===== config.mk =====
export PLATFORM = sky130hd
export DESIGN_NAME = alu_cmd_sequencer
export DESIGN_NICKNAME = d
export VERILOG_FILES = /design/src/rtl/alu_cmd_sequencer_pkg.sv /design/src/rtl/alu_cmd_sequencer.sv
export SDC_FILE = /design/constraint.sdc
export NUM_CORES = 1
export LEC_CHECK = 0
export CAP_MARGIN = 20
export CORE_MARGIN = 1.5
export CORE_UTILIZATION = 35
export CTS_BUF_LIST = sky130_fd_sc_hd__clkbuf_8
export DETAILED_ROUTE_END_ITERATION = 16
export PLACE_DENSITY = 0.76
export SLEW_MARGIN = 30
export SYNTH_ARGS = -nofsm -noshare
export SYNTH_HDL_FRONTEND = slang
export SYNTH_SLANG_ARGS = --single-unit

===== constraint.sdc =====
create_clock -name clk -period 1.8 [get_ports clk]
set_clock_uncertainty 0.2 [all_clocks]
set_input_delay 0.36 -clock clk [delete_from_list [all_inputs] [get_ports clk]]
set_output_delay 0.36 -clock clk [all_outputs]
set_load 0.01 [all_outputs]

===== src/rtl/alu_cmd_sequencer_pkg.sv =====
// alu_cmd_sequencer_pkg: shared state encoding and opcode limits for the ALU command sequencer.
package alu_cmd_sequencer_pkg;
  typedef enum logic [1:0] {ST_IDLE, ST_SETTLE, ST_RESP} state_e;
  localparam logic [2:0] OP_ILLEGAL   = 3'd7;
  localparam logic [2:0] OP_MAX_LEGAL = 3'd6;
  localparam int         DEF_WIDTH    = 8;
endpackage


===== src/rtl/alu_cmd_sequencer.sv =====
// alu_cmd_sequencer: drives the ALU from a command stream, waits for settling and returns the tagged result.
module alu_cmd_sequencer
  import alu_cmd_sequencer_pkg::*;
#(
  parameter int WIDTH      = DEF_WIDTH,
  parameter int SETTLE_CYC = 2,
  parameter int TAG_W      = 4
) (
  input  logic             clk,
  input  logic             rst_n,
  input  logic             cmd_valid,
  output logic             cmd_ready,
  input  logic [WIDTH-1:0] cmd_a,
  input  logic [WIDTH-1:0] cmd_b,
  input  logic [2:0]       cmd_op,
  input  logic             cmd_cin,
  output logic [WIDTH-1:0] alu_a,
  output logic [WIDTH-1:0] alu_b,
  output logic [2:0]       alu_op,
  output logic             alu_cin,
  input  logic [WIDTH-1:0] alu_r,
  output logic             rsp_valid,
  input  logic             rsp_ready,
  output logic [WIDTH-1:0] rsp_r,
  output logic [TAG_W-1:0] rsp_tag,
  output logic             rsp_err
);
  localparam int CW = (SETTLE_CYC > 1) ? $clog2(SETTLE_CYC) : 1;

  state_e           state_q;
  logic [CW-1:0]    cnt_q;
  logic [TAG_W-1:0] tag_q;
  logic [WIDTH-1:0] a_q, b_q, r_q;
  logic [2:0]       op_q;
  logic             cin_q, err_q;
  logic [TAG_W-1:0] rtag_q;

  assign cmd_ready = state_q == ST_IDLE;
  assign rsp_valid = state_q == ST_RESP;
  assign alu_a     = a_q;
  assign alu_b     = b_q;
  assign alu_op    = op_q;
  assign alu_cin   = cin_q;
  assign rsp_r     = r_q;
  assign rsp_tag   = rtag_q;
  assign rsp_err   = err_q;

  always_ff @(posedge clk or negedge rst_n) begin
    if (!rst_n) begin
      state_q <= ST_IDLE;
      cnt_q   <= '0;
      tag_q   <= '0;
      a_q     <= '0;
      b_q     <= '0;
      op_q    <= '0;
      cin_q   <= 1'b0;
      r_q     <= '0;
      err_q   <= 1'b0;
      rtag_q  <= '0;
    end else begin
      case (state_q)
        ST_IDLE: if (cmd_valid) begin
          rtag_q <= tag_q;
          cnt_q  <= CW'(SETTLE_CYC - 1);
          // An illegal opcode never reaches the ALU pins; it is answered straight away.
          if (cmd_op <= OP_MAX_LEGAL) begin
            a_q     <= cmd_a;
            b_q     <= cmd_b;
            op_q    <= cmd_op;
            cin_q   <= cmd_cin;
            state_q <= ST_SETTLE;
          end else begin
            r_q     <= '0;
            err_q   <= 1'b1;
            state_q <= ST_RESP;
          end
        end
        ST_SETTLE: if (cnt_q == '0) begin
          r_q     <= alu_r;
          err_q   <= 1'b0;
          state_q <= ST_RESP;
        end else begin
          cnt_q <= cnt_q - CW'(1);
        end
        ST_RESP: if (rsp_ready) begin
          tag_q   <= tag_q + TAG_W'(1);
          state_q <= ST_IDLE;
        end
        default: state_q <= ST_IDLE;
      endcase
    end
  end
endmodule


==> Word-level counts from Yosys, hierarchy flattened <==
Index checks and enable logic that the tools add are counted.
{ "op_classes": {"n_addsub": 2, "order_cmp": 1, "n_eq_ne": 6, "mux": 16, "reduce_logical": 8} }
{ "ops": {"columns": ["op", "count"], "rows": [
  ["$mux W8", 3],
  ["$pmux W8 S2", 1],
  ["$mux W2", 4],
  ["$ne A2 B2 Y1 const B", 3],
  ["$pmux W2 S3", 1],
  ["$reduce_and A2 Y1", 3],
  ["$reduce_and A3 Y1", 2],
  ["$mux W1", 5],
  ["$add A4 B1 Y4 const B", 1],
  ["$pmux W1 S2", 2],
  ["$reduce_and A4 Y1", 1],
  ["$le A3 B3 Y1 const B", 1],
  ["$eq A2 B1 Y1 const B", 1],
  ["$eq A2 B2 Y1 const B", 1],
  ["$logic_not A2 Y1", 1],
  ["$ne A2 B1 Y1 const B", 1],
  ["$reduce_bool A2 Y1", 1],
  ["$sub A1 B1 Y1 const B", 1]
]} }
{ "totals": {"reg_bits": 40, "inputBits": 32, "out_inout_bits": 35, "elab_cells": 43} }

==> Logic depth before layout (Yosys ltp) <==
{ "logic_depth": {"ltp_word": 4, "mapped_depth": 6, "depth_no_buf": 3} }

==> Worst setup path before layout <==
No wires, ideal clock.
{ "synth_path": {"kind": "register -> register", "startpoint": "register state_q[0]", "endpoint": "register a_q[2] (netlist: alu_a[2])", "setup_ps": 125, "t_arrival_ps": 1582, "required_ps": 1475, "setup_slack_ps": -107, "path_stages_with_launch": 7, "n_path_buf": 3, "synth_period_minus_slack_ps": 1907, "path_cell_list": "dfrtp_1 > or3b_1 > buf_6 > nor2b_4 > buf_6 > buf_12 > mux2_4"} }
{ "synth_between": {"elab_chain_len": 2} }
{ "synth_rtl": {"columns": ["item", "line", "text"], "rows": [
  ["from (decl)", "alu_cmd_sequencer.sv:30", "state_e state_q;"],
  ["from (signal assigned)", "alu_cmd_sequencer.sv:50", "state_q <= ST_IDLE;"],
  ["from (signal assigned)", "alu_cmd_sequencer.sv:71", "state_q <= ST_SETTLE;"],
  ["from (signal assigned)", "alu_cmd_sequencer.sv:75", "state_q <= ST_RESP;"],
  ["$logic_not A2 Y1", "alu_cmd_sequencer.sv:61", "case (state_q)"],
  ["$reduce_and A3 Y1 (no line)", null, null],
  ["to (signal assigned)", "alu_cmd_sequencer.sv:67", "a_q <= cmd_a;"],
  ["to (decl)", "alu_cmd_sequencer.sv:33", "logic [WIDTH-1:0] a_q, b_q, r_q;"]
]} }
No other way between the ends.
A chain may end at the register's enable or synchronous reset.

==> Final worst setup path <==
{ "layout_path": {"startpoint": "register state_q[0]", "endpoint": "register a_q[4] (netlist: alu_a[4])"} }
The elaborated chain is that of the path after synthesis.

==> results.txt <==
The run finished, with violations left. The checks that failed: setup timing. The final count of negative-setup-slack endpoints is 9.

The number of detailed-routing iterations run before antenna repair came out at 4. A synthesized cell averages about 14 um2. The floorplan step defined a die boundary enclosing ~5100 um2. After the first detailed-routing iteration, the DRC count stood at 84. In the global route stage, overall resource usage came out at 15.44%. The synthesized netlist occupies a cell area of roughly 1600 um2.

The Yosys step of the flow raised 0 warnings. The share of final-layout standard cells stronger than drive strength 1 came out at between 20% and 30%. In this design, the critical path's most frequently occurring cell is buf_6. The die outline height came out at around 71 um. The fmax is ~550 MHz. The count of nets left with antenna violations after detail routing is 0.

The path type of the worst setup path is flip-flop to flip-flop. Setup repair after global routing could not meet its margin everywhere. The number of distinct standard cells referenced by the synthesized netlist came out at 25.

Wires add up to ~3700 um. The repair_antennas step left the layout with diodes totalling 0. The net count reported at finish is around 240. Counting tap cells, the placed design contains a total of 249 instances. The number of clock buffers added by TritonCTS is 5.

The compound-cell area share of the yosys netlist is 4.846%. Clock tree synthesis found a total of 40 sinks. Across the run, the number of max-cap violations was 0. The count of boundary I/O pins came out at 67. The final worst-path cycle share is 100.9%. After floorplanning, the core was divided into 24 placement rows.

The number of global-route vias before repair came out at 1226. The number of instances in the synthesized netlist is between 100 and 150. Data on the critical path is required at its endpoint by 1.77 ns. The horizontal die dimension is roughly 71 um. The shortest clock period the worst path allows after layout is approximately 1.8 ns.

The placer congestion estimate came out at around 0.75. For this design, the slowest cell found on the critical path is or3b_4. The footprint of the multi-input gates is 615.6 um2. The total count of max-transition violations in the final report is 0. The TritonCTS clock tree is yes. Walking the worst path, the cells encountered are or3b_4 > nor2b_4 > buf_6 > buf_6 > mux2_4. The total overflow left after global routing is 0. In the final routed layout, each cell accounts on average for ~14 um. The proportion of synthesized area in mux cells came out at between 10% and 20%. The static leakage came out at 1.267 nW. Using the TritonRoute via totals, the vias-per-cell ratio works out to around 4.6.

The xor/xnor cell area share of the yosys netlist came out at between 1.5 and 2%. In this design, the stage delay of the slowest critical-path cell is roughly 0.42 ns. The setup slack of the critical path after layout came out at -0.01566 ns. The worst slew margin relative to its limit is between 70% and 80%. The number of synthesized register bits came out at 40. The half-perimeter wire length of the detailed placement result came out at 2666 um. The data arrival time of the worst path is between 1.5 and 2 ns. The proportion of power drawn by combinational gates came out at roughly 48%. The dominant combinational cell family by area after synthesis is multiplexers. The net switching power came out at about 1.4 mW. The synthesized-area fraction occupied by adder cells came out at 0.7692%. By area the synthesized netlist is led by dfrtp_1 (62%), mux2_2 (10%), mux2_4 (7.4%). After clock tree synthesis, the clock-pin slew on the worst setup and hold paths is roughly 0.080 ns. The maximum vdd drop came out at ~0.9 mV. Along the worst path, the maximum fanout reaches 4. The total chip power is about 4.6 mW.

The switching share of power came out at ~29%. The later pin in the worst-skew pair is clocked with a latency of about 0.29 ns. When the netlist entered floorplanning its net count stood at 151. The area of the core is about 4400 um2. The min-delay analysis places its worst path in the category flip-flop to flip-flop. The internal portion of total power is about 3.3 mW. The area used by sequential logic in the layout came out at around 1000 um2. The number of hold-slack violations in the final timing report came to 0.

The power per standard cell area came out at approximately 1700 nW/um2. The total vias in the final route is approximately 1200. The root buffer cell chosen for the clock tree is clkbuf_8. The global-route wire length before repair came out at just under 6000 um. The worst setup path is captured at a flip-flop. STA classifies the critical path startpoint as a flip-flop.

CTS built an H-tree with a depth of 2. Relative to the synthesized area, the layout overhead comes to 64.92%. The non-filler instance count after layout is 261. The initial antenna violation count is 0. Entering global routing, the biggest net connects 17 pins. The port buffer count came out at 66.

In the routed design, unresolved DRC markers number 0. The clock network fraction of total power came out at 17.1%. In this run, flip-flops and latches consume between 30% and 40% of the power. The biggest area contributor in the post-synthesis netlist is dfrtp_1.

After filler insertion, the fill cell instance count of the layout stands at about 390. The transition time of the tightest slew-check pin is approximately 0.35 ns. The area share of the largest cell type after synthesis came out at about three fifths. Counting along the longest clock path gives a buffer depth of 2. The starting density of the core came out at between 30% and 40%. The synthesized-area fraction occupied by and/or/nand/nor cells is 10.15%. The portion of the post-synthesis area used by sequential elements came out at a little over 60%.
-- timing repair --
| action | CTS | global route |
|---|---|---|
| cloned | 1 | 0 |
| hold buffers | 1 | 0 |
| buffers inserted | 1 | 1 |
| endpoints found under the hold margin | 14 | 0 |
| gates resized for setup | 10 | 19 |
| setup endpoints to repair | 29 | 20 |
| pin swaps | 1 | 1 |
-- state kept, by name, summed over array words and instances (netlist names) --
name	count
state_q	2
rsp_err	1
tag_q	4
alu_op	3
rsp_tag	4
alu_b	8
alu_a	8
alu_cin	1
cnt_q	1
rsp_r	8
-- cells in the mapped netlist --
library cell / count
and2b_2: 1
nor3b_2: 1
o21ai_0: 8
or3b_2: 1
ha_1: 1
nand4_1: 1
inv_1: 2
mux2_4: 8
or3b_1: 1
mux2_2: 15
clkbuf_1: 1
nand3_1: 2
and3b_2: 1
nor2_1: 4
nor2b_4: 1
a211o_1: 1
a21oi_1: 1
xnor2_1: 2
dfrtp_1: 40
xor2_1: 1
buf_12: 1
a21o_1: 1
o22a_1: 2
buf_6: 2
nand2_1: 19
-- final cells by class --
cell class / instances / area share, %
Inverter: 2 / 0.2799
Clock buffer: 7 / 3.591
Clock inverter: 1 / 1.119
Tap cell: 52 / 2.425
Sequential cell: 40 / 37.31
Multi-Input combinational cell: 72 / 22.95
Timing Repair Buffer: 87 / 32.32
-- final timing paths --
| check | slack, ns | from | to | cells after the start |
|---|---|---|---|---|
| worst max-delay path | -0.02 | state_q[0] | alu_a[4] | 5 |
| max in group asynchronous | 0.59 | rst_n | alu_a[6] | 3 |
| worst min register to register | 0.27 | tag_q[3] | tag_q[3] | 1 |
| worst max register to register | -0.02 | state_q[0] | alu_a[4] | 5 |
| worst min-delay path | 0.27 | tag_q[3] | tag_q[3] | 1 |
| min in group asynchronous | 0.31 | rst_n | rsp_r[0] | 2 |
-- cell families after synthesis --
| kind of cell | count (synthesis) |
|---|---|
| and+or+nand+nor | 32 |
| muxes | 23 |
| AOI/OAI and AO/OA | 13 |
| buffers and inverters | 6 |
| xor gates and xnor gates | 3 |
| DFF | 40 |
| adders and majority gates | 1 |
-- layout by cell type (no fill, tap or decap), drive strengths merged, types with 4 or more instances in the layout --
cell | Yosys | routed
buf | 3 | 22
nor2 | 4 | 4
clkdlybuf4s50 | 0 | 57
clkbuf | 1 | 7
dfrtp | 40 | 40
mux2 | 23 | 23
nand2 | 19 | 19
o21ai | 8 | 8
dlymetal6s2s | 0 | 5
-- metrics by stage --
| stage | setup TNS [ns] | setup WS, ns | hold WS [ns] | area, um2 | utilization, % |
|---|---|---|---|---|---|
| after floorplan | -0.9322 | -0.1071 | -0.1356 | 1627 | - |
| after global placement | -12.40 | -0.4471 | 0.09036 | 2441 | 55.30 |
| after detailed placement | -12.83 | -0.4640 | 0.09025 | 2441 | 55.30 |
| after CTS | -0.3324 | -0.03888 | 0.2781 | 2628 | 59.52 |
| after global routing | -0.6738 | -0.06466 | 0.2959 | 2683 | 60.77 |
| final | -0.08659 | -0.01566 | 0.2730 | 2683 | 60.77 |
-- critical path: cells and delay by family (launching register included) --
kind | cells | cell delay [ns]
flip-flops | 1 | 0.39
multiplexers | 1 | 0.30
AND/OR/NAND/NOR | 2 | 0.57
buffers and inverters | 2 | 0.25
-- power groups by stage --
stage / sequential (mW) / clock [mW] / combinational [mW]
after floorplan: 1.77 / 0 / 0.818
after global placement: 1.61 / 0 / 2.04
after detailed placement: 1.62 / 0 / 2.08
after CTS: 1.61 / 0.816 / 2.18
after global routing: 1.66 / 0.857 / 2.39
final: 1.61 / 0.789 / 2.23
-- routing by layer --
metal  track usage (%)  vias to the layer above  routed length, um
met5                 0                        -                  0
met1             19.06                      585               1588
met2             23.87                       42               1819
met4             7.547                        0                 58
met3             5.698                        4                218
li1                  -                      578                  -
No activity file was read; power rests on OpenSTA's default activity.
